==> src/rtl/dsp_pkg.sv <==
// rtl/dsp_pkg.sv - opmode encoding and saturation helper shared by the dsp_mac_pipe slice
package dsp_pkg;

  localparam int OP_PRE_SUB  = 0;
  localparam int OP_POST_SUB = 1;
  localparam int OP_ACC      = 2;

  typedef struct packed {
    logic acc;
    logic post_sub;
    logic pre_sub;
  } opmode_t;

  // A sum carried one bit wider than its operands overflowed when its top two bits disagree.
  function automatic logic sum_overflowed(input logic guard_bit, input logic sign_bit);
    return guard_bit ^ sign_bit;
  endfunction

endpackage

==> src/rtl/dsp_preadd.sv <==
// rtl/dsp_preadd.sv - registered signed pre-adder, pre_o <= d_i +/- b_i at W+1 bits (cannot overflow)
module dsp_preadd #(
  parameter int W = 18
) (
  input  logic         clk,
  input  logic         rst,
  input  logic         ce_i,
  input  logic         sub_i,
  input  logic [W-1:0] d_i,
  input  logic [W-1:0] b_i,
  output logic [W:0]   pre_o
);

  logic [W:0] d_ext, b_ext, pre_d, pre_q;

  always_comb begin
    d_ext = {d_i[W-1], d_i};
    b_ext = {b_i[W-1], b_i};
    pre_d = sub_i ? (d_ext - b_ext) : (d_ext + b_ext);
  end

  always_ff @(posedge clk or posedge rst) begin
    if (rst) begin
      pre_q <= '0;
    end else if (ce_i) begin
      pre_q <= pre_d;
    end
  end

  assign pre_o = pre_q;

endmodule

==> src/rtl/dsp_mac_pipe.sv <==
// rtl/dsp_mac_pipe.sv - 4-stage pre-add / multiply / post-add MAC with valid pipeline, ce and accumulate
// Define DSP_MAC_SAT_EN for a saturating post-adder and the ovf output.
module dsp_mac_pipe
  import dsp_pkg::*;
#(
  parameter int A_W = 18,
  parameter int B_W = 18,
  parameter int C_W = 48,
  parameter int P_W = 48
) (
  input  logic           clk,
  input  logic           rst,
  input  logic           ce,
  input  logic           in_valid,
  input  logic [A_W-1:0] a,
  input  logic [B_W-1:0] b,
  input  logic [B_W-1:0] d,
  input  logic [C_W-1:0] c,
  input  logic [2:0]     opmode,
  output logic           out_valid,
  output logic [P_W-1:0] p
`ifdef DSP_MAC_SAT_EN
  ,
  output logic           ovf
`endif
);

  localparam int M_W = A_W + B_W + 1;

  if (P_W < M_W) begin : g_bad_p_w
    $error("dsp_mac_pipe: P_W must be at least A_W + B_W + 1");
  end
  if (C_W > P_W) begin : g_bad_c_w
    $error("dsp_mac_pipe: C_W must not exceed P_W");
  end

  opmode_t              op_in, op_s1_q;
  logic [A_W-1:0]       a_s1_q, a_s2_q;
  logic [B_W-1:0]       b_s1_q, d_s1_q;
  logic [C_W-1:0]       c_s1_q, c_s2_q, c_s3_q;
  logic                 vld_s1_q, vld_s2_q, vld_s3_q;
  logic                 post_sub_s2_q, post_sub_s3_q;
  logic                 acc_s2_q, acc_s3_q;
  logic [B_W:0]         pre_s2;
  logic signed [M_W-1:0] m_d, m_s3_q;
  logic [P_W-1:0]       m_ext, c_ext, z, p_d, p_q;
  logic                 out_valid_q;

  always_comb begin
    op_in          = '0;
    op_in.pre_sub  = opmode[OP_PRE_SUB];
    op_in.post_sub = opmode[OP_POST_SUB];
    op_in.acc      = opmode[OP_ACC];
  end

  // S1: operand capture; data registers load every enabled cycle, in_valid marks real samples.
  always_ff @(posedge clk or posedge rst) begin
    if (rst) begin
      a_s1_q   <= '0;
      b_s1_q   <= '0;
      d_s1_q   <= '0;
      c_s1_q   <= '0;
      op_s1_q  <= '0;
      vld_s1_q <= 1'b0;
    end else if (ce) begin
      a_s1_q   <= a;
      b_s1_q   <= b;
      d_s1_q   <= d;
      c_s1_q   <= c;
      op_s1_q  <= op_in;
      vld_s1_q <= in_valid;
    end
  end

  dsp_preadd #(.W(B_W)) u_preadd (
    .clk   (clk),
    .rst   (rst),
    .ce_i  (ce),
    .sub_i (op_s1_q.pre_sub),
    .d_i   (d_s1_q),
    .b_i   (b_s1_q),
    .pre_o (pre_s2)
  );

  // S2 side-band registers run alongside the pre-adder; S3 holds the product.
  always_comb begin
    m_d = M_W'($signed(a_s2_q)) * M_W'($signed(pre_s2));
  end

  always_ff @(posedge clk or posedge rst) begin
    if (rst) begin
      a_s2_q        <= '0;
      c_s2_q        <= '0;
      post_sub_s2_q <= 1'b0;
      acc_s2_q      <= 1'b0;
      vld_s2_q      <= 1'b0;
      m_s3_q        <= '0;
      c_s3_q        <= '0;
      post_sub_s3_q <= 1'b0;
      acc_s3_q      <= 1'b0;
      vld_s3_q      <= 1'b0;
    end else if (ce) begin
      a_s2_q        <= a_s1_q;
      c_s2_q        <= c_s1_q;
      post_sub_s2_q <= op_s1_q.post_sub;
      acc_s2_q      <= op_s1_q.acc;
      vld_s2_q      <= vld_s1_q;
      m_s3_q        <= m_d;
      c_s3_q        <= c_s2_q;
      post_sub_s3_q <= post_sub_s2_q;
      acc_s3_q      <= acc_s2_q;
      vld_s3_q      <= vld_s2_q;
    end
  end

  // S4: feedback reads p_q directly so consecutive accumulating samples chain without a gap.
  // Subtract mode yields product minus Z.
  always_comb begin
    m_ext = P_W'(m_s3_q);
    c_ext = P_W'($signed(c_s3_q));
    z     = acc_s3_q ? p_q : c_ext;
  end

`ifdef DSP_MAC_SAT_EN
  logic [P_W:0] sum_w;
  logic         sat_hit;
  logic         ovf_q;

  always_comb begin
    sum_w   = post_sub_s3_q ? ({m_ext[P_W-1], m_ext} - {z[P_W-1], z})
                            : ({m_ext[P_W-1], m_ext} + {z[P_W-1], z});
    sat_hit = sum_overflowed(sum_w[P_W], sum_w[P_W-1]);
    if (!sat_hit) begin
      p_d = sum_w[P_W-1:0];
    end else if (sum_w[P_W]) begin
      p_d = {1'b1, {(P_W-1){1'b0}}};
    end else begin
      p_d = {1'b0, {(P_W-1){1'b1}}};
    end
  end

  always_ff @(posedge clk or posedge rst) begin
    if (rst) begin
      ovf_q <= 1'b0;
    end else if (ce) begin
      ovf_q <= vld_s3_q & sat_hit;
    end
  end

  assign ovf = ovf_q;
`else
  always_comb begin
    p_d = post_sub_s3_q ? (m_ext - z) : (m_ext + z);
  end
`endif

  always_ff @(posedge clk or posedge rst) begin
    if (rst) begin
      p_q         <= '0;
      out_valid_q <= 1'b0;
    end else if (ce) begin
      out_valid_q <= vld_s3_q;
      if (vld_s3_q) begin
        p_q <= p_d;
      end
    end
  end

  assign p         = p_q;
  assign out_valid = out_valid_q;

endmodule

==> config.mk <==
export PLATFORM = sky130hd
export DESIGN_NAME = dsp_mac_pipe
export DESIGN_NICKNAME = d
export VERILOG_FILES = /design/src/rtl/dsp_pkg.sv /design/src/rtl/dsp_preadd.sv /design/src/rtl/dsp_mac_pipe.sv
export SDC_FILE = /design/constraint.sdc
export NUM_CORES = 2
export LEC_CHECK = 0
export ABC_AREA = 0
export BUFFER_PORTS_ARGS = -buffer_cell sky130_fd_sc_hd__buf_4
export CELL_PAD_IN_SITES_DETAIL_PLACEMENT = 1
export CELL_PAD_IN_SITES_GLOBAL_PLACEMENT = 2
export CORE_AREA = 2 2 285 287
export CTS_CLUSTER_DIAMETER = 100
export DETAILED_ROUTE_END_ITERATION = 16
export DIE_AREA = 0 0 287 289
export PLACE_DENSITY_LB_ADDON = 0.15
export SYNTH_ARGS = -nofsm -noshare
export SYNTH_HDL_FRONTEND = slang
export SYNTH_SLANG_ARGS = --single-unit
==> constraint.sdc <==
create_clock -name clk -period 9.2 [get_ports clk]
set_input_delay 0.46 -clock clk [delete_from_list [all_inputs] [get_ports clk]]
set_output_delay 0.46 -clock clk [all_outputs]
set_load 0.01 [all_outputs]
# Yosys cells after proc, flatten, opt, wreduce, memory -nomap -nowiden

Index checks and enable logic that the tools add are counted.

Add/sub/neg operators: 4
$mul: 1
Muxes and demuxes: 3
Reduce and logical (&&, ||, !) cells: 1

Operator list:

| operator                                       | number |
|---|---|
| 48-bit 2-to-1 mux                              | 2 |
| 48-bit adder                                   | 1 |
| 48-bit subtractor                              | 1 |
| 18-bit by 19-bit multiplier with 37-bit output | 1 |
| 18-bit by 18-bit adder with 19-bit output      | 1 |
| 19-bit 2-to-1 mux                              | 1 |
| 18-bit by 18-bit subtractor with 19-bit output | 1 |
| 2-bit AND reduction                            | 1 |

Bits in registers: 331
Input port bits: 109
Output and inout bits: 49
Word-level logic and storage cells: 30

# Longest topological paths before layout

Depth in word-level cells: 3
Depth in mapped cells: 28
Depth with buffers taken out: 25

# Modules after synthesis

Synthesis repeated with hierarchy kept, for this count alone.

Cells, all modules: 3006
Area total of the unflattened synthesis: 30584.3 um^2

Modules (own cells, without submodules):

| module       | times used | cells an instance | area an instance (um^2) | sequential area each (um^2) |
|---|---|---|---|---|
| dsp_mac_pipe | 1          | 2783              | 28660.0                 | 7807.5 |
| dsp_preadd   | 1          | 223               | 1924.3                  | 475.5 |

# Worst setup path before layout

OpenSTA, ideal clock, no wires.

Path type: register to register
From: register u_preadd.pre_q[18] (netlist: u_preadd.pre_o[18])
To: register m_s3_q[33]
Library setup time: 0.120 ns
Data arrival time: 6.367 ns
Data required time: 9.080 ns
Setup slack: 2.713 ns
Cell stages (with the launch flop): 24
Buffers on the path: 2
Period minus slack after synthesis: 6.487 ns
Cell sequence: dfrtp_1 -> clkbuf_1 -> clkbuf_1 -> nand2_1 -> fa_1 -> inv_1 -> fa_1 -> inv_1 -> fa_1 -> inv_1 -> fa_1 -> fa_1 -> inv_1 -> fa_1 -> inv_1 -> ha_1 -> or3_1 -> or3_1 -> nor3_1 -> nor2_1 -> a311oi_1 -> o21ai_1 -> a211o_1 -> a41o_1

Cells in the longest elaborated chain, start to end: 1

Ends and longest elaborated chain:

| element                                        | line                | source |
|---|---|---|
| start: declaration                             | dsp_preadd.sv:14    | `logic [W:0] d_ext, b_ext, pre_d, pre_q;` |
| start signal: assignment                       | dsp_preadd.sv:26    | `pre_q <= pre_d;` |
| 18-bit by 19-bit multiplier with 37-bit output | dsp_mac_pipe.sv:87  | `m_d = M_W'($signed(a_s2_q)) * M_W'($signed(pre_s2));` |
| end signal: assignment                         | dsp_mac_pipe.sv:108 | `m_s3_q <= m_d;` |
| end: declaration                               | dsp_mac_pipe.sv:45  | `logic signed [M_W-1:0] m_d, m_s3_q;` |

No other way between the ends.
A chain may end at the register's enable or synchronous reset.

# Worst setup path after layout

Ends and elaborated chain as after synthesis.

==> run_results.csv <==
group,metric,value,unit
synth,postSynthCellCount,2988,
drt,drc,0,
clocking,clkTransAtPathRegs,0.06,ns
grt,grtUsageTotal,19.97,%
timing,setup_viol,0,
placement,io_buffers,157,
setup_path,crit_path_end_kind,"flip-flop",
setup_path,start_kind,"flip-flop",
drt,first_iter_violations,698,
synth,yosysWarnings,0,
clocking,root_buffer,"clkbuf_16",
setup_path,rr_worst_depth,21,
final_layout,drive_gt1_share,16.95,%
placement,dp_cells,4087,
grt,grt_max_degree,98,
clocking,cts_tree,"yes",
setup_path,worst_ep_required_time,9.68,ns
final_layout,area_delta_synth_final,11.71,%
final_layout,fin_util,42.22,%
setup_path,r2r_setup_slack,1.99,ns
clocking,insertion_delay,0.58,ns
min_path,hold_depth,3,
final_layout,multi_input_area,19760,µm²
timing,worst_pin_slew,1.038,ns
timing,maxSlewHeadroom,30.82,%
timing,slew_viol_final,0,
floorplan,core_area,79900,µm²
synth,postSynthAreaPerCell,10.11,µm²
synth,synth.yosys.seq_area_share,27.43,%
setup_path,path_class,"reg -> reg",
drt,firstDrtPassIters,5,
synth,synth.top_cell.area_share,27.43,%
final_layout,nFillCells,8905,
synth,ys_dominant_reg_cell,"dfrtp_1",
final_layout,final_common_cell,"inv_1",
placement,dp_hpwl,62580,µm
clocking,cts_buffer_depth,3,
floorplan,ioPinCount,158,
timing,fmaxAchievable,0.1387,GHz
clocking,cts-htree-levels,2,
floorplan,row_count,104,
timing,post-route-min-period,7.208,ns
floorplan,floorplan.initialDensity,37.80,%
grt,grt_pass1_wl,130900,µm
clocking,ctsResizeCount,0,
synth,syn_area,30200,µm²
drt,vias,21110,
drt,wirelength,80150,µm
min_path,whs_endpoint,"b_s1_q[1]$_DFFE_PP0P_",
clocking,cts.sinks,331,
setup_path,rr_endpoint,"m_s3_q[33]$_DFFE_PP0P_",
setup_path,crit_start,"u_preadd.pre_o[18]$_DFFE_PP0P_",
final_layout,final_cell_mix,"inv_1 (429), fa_1 (347), dfrtp_1 (330)",
grt,gr-total-overflow,0,
floorplan,dieArea,82940,µm²
drt,avgViaCountPerCell,5.069,
setup_path,crit_arrival,7.69,ns
drt,drtAntennaViolNets,0,
synth,async_reset_ff_share,100.0,%
synth,synth_cell_types,85,
min_path,hold_class,"in -> reg",
clocking,cts_buffers,43,
clocking,cts_hold_buf,0,
synth,synth_seq_cells,331,
setup_path,critPathMaxFanout,19,
min_path,hp-start,"b[1]",
setup_path,reg2reg_from,"u_preadd.pre_o[18]$_DFFE_PP0P_",
synth,netlist_top_cells_area,"dfrtp_1 (27%), fa_1 (23%), mux2_2 (9.5%)",
synth,synth-edff-count,0,
clocking,post-cts-setup-buffers,0,
synth,syn-num-nets,3606,
drt,wire_per_inst,19.24,µm
final_layout,seqCellArea,8287,µm²
synth,synth_top_cell_by_area,"dfrtp_1",
timing,rsz0062_at_grt,"false",
final_layout,fin_nets,3690,
timing,hold_viol,0,
floorplan,die_w,287,µm
timing,skew,0.02052,ns
grt,grt_pass1_vias,23950,
placement,place.gp.congestion,0.8048,
run,drv_cap,0,
timing,post-route-period-util,78.35,%
outcome,status,"finished, final reports clean",
timing,timing.setup.tns,0,ns
floorplan,die_height,289,µm
final_layout,stdcell_count,4165,
grt,antenna_found_initial,0,
==> cell families (layout without fill, tap and decap cells) <==
kind of cell | after synthesis | after routing | share of synthesized area [%]
compound gates | 387 | 387 | 8.050
flops | 331 | 331 | 27.43
fa+ha+maj | 509 | 509 | 29.71
simple gates | 753 | 753 | 12.45
buf+inv | 565 | 680 | 7.147
other cells | 0 | 2 | 0
mux | 303 | 303 | 11.15
xor+xnor | 140 | 140 | 4.060
==> stage by stage <==
stage          hold WS [ns]  cell area (µm²)  setup slack (ns)
2_1_floorplan        0.4492            30200             2.713
3_3_place_gp         0.4673            32300             2.123
3_5_place_dp         0.4792            32300             2.005
4_1_cts             0.06181            33730             1.962
5_1_grt             0.08695            33730             1.358
6_report             0.1027            33740             1.992
==> state kept, by name (all words and copies together), names as in the netlist, 3 cells and up <==
register,count
p,48
a_s1_q,18
m_s3_q,37
a_s2_q,18
c_s1_q,48
d_s1_q,18
op_s1_q,3
c_s2_q,48
b_s1_q,18
c_ext,48
u_preadd.pre_o,19
==> routing by layer <==
layer	GRT usage [%]	up-vias	routed length [µm]	share of wire, %
li1	-	9869	-	-
met4	4.375	0	1616	2.0
met5	0	-	0	0
met2	36.42	237	41190	51
met1	25.40	10910	35300	44
met3	2.252	93	2045	2.6
==> worst max-delay path, stage by stage, from the launching register on <==
cell and delay [ns]:
dfrtp_1 0.75, nand2_1 0.28, fa_1 0.64, inv_1 0.17
fa_1 0.52, inv_1 0.05, fa_1 0.50, inv_1 0.05
fa_1 0.49, fa_1 0.49, inv_1 0.05, fa_1 0.47
inv_1 0.04, ha_1 0.19, or3_1 0.39, or3_1 0.32
nor3_1 0.26, nor2_1 0.14, a311oi_1 0.48, o21ai_1 0.24
a211o_1 0.33, a41o_1 0.23
==> how the worst max path moves through the flow <==
stage	end	cells past startpoint
after global placement	m_s3_q[33]$_DFFE_PP0P_	21
after detailed placement	m_s3_q[33]$_DFFE_PP0P_	21
final	m_s3_q[33]$_DFFE_PP0P_	21
after floorplan	m_s3_q[33]$_DFFE_PP0P_	23
after CTS	m_s3_q[35]$_DFFE_PP0P_	21
after global routing	m_s3_q[35]$_DFFE_PP0P_	21
==> synthesized netlist by cell type (6+ instances only) <==
| cell | instances |
|---|---|
| inv_1 | 430 |
| fa_1 | 347 |
| dfrtp_1 | 331 |
| nand2_1 | 260 |
| mux2_2 | 255 |
| and2_1 | 179 |
| ha_1 | 162 |
| nor2_1 | 124 |
| clkbuf_1 | 113 |
| a21oi_1 | 107 |
| o21ai_0 | 104 |
| xnor2_1 | 88 |
| nor3_1 | 52 |
| xor2_1 | 52 |
| mux2i_1 | 46 |
| a21o_1 | 37 |
| nand3_1 | 28 |
| a211oi_1 | 17 |
| a31oi_1 | 15 |
| or3_1 | 15 |
| nand2b_1 | 14 |
| o21a_1 | 14 |
| o21bai_1 | 14 |
| nor3b_1 | 13 |
| nor2b_1 | 12 |
| and3_1 | 11 |
| buf_1 | 11 |
| o31ai_1 | 11 |
| o21ai_1 | 9 |
| o211ai_1 | 7 |
| buf_2 | 6 |
| nand3b_1 | 6 |
==> layout make-up <==
class                   count  share of cell area, %
diodes                      2                0.01484
clock inverters            21                 0.7640
flip-flops and latches    331                  24.56
inverters                 431                  4.807
repair buffers            173                  3.872
clock buffers              55                  3.471
well taps                1060                  3.931
multi-input cells        2092                  58.58
Power is not shown: default switching activity piles up to over one toggle a cycle in this logic, so the estimate is an artifact.
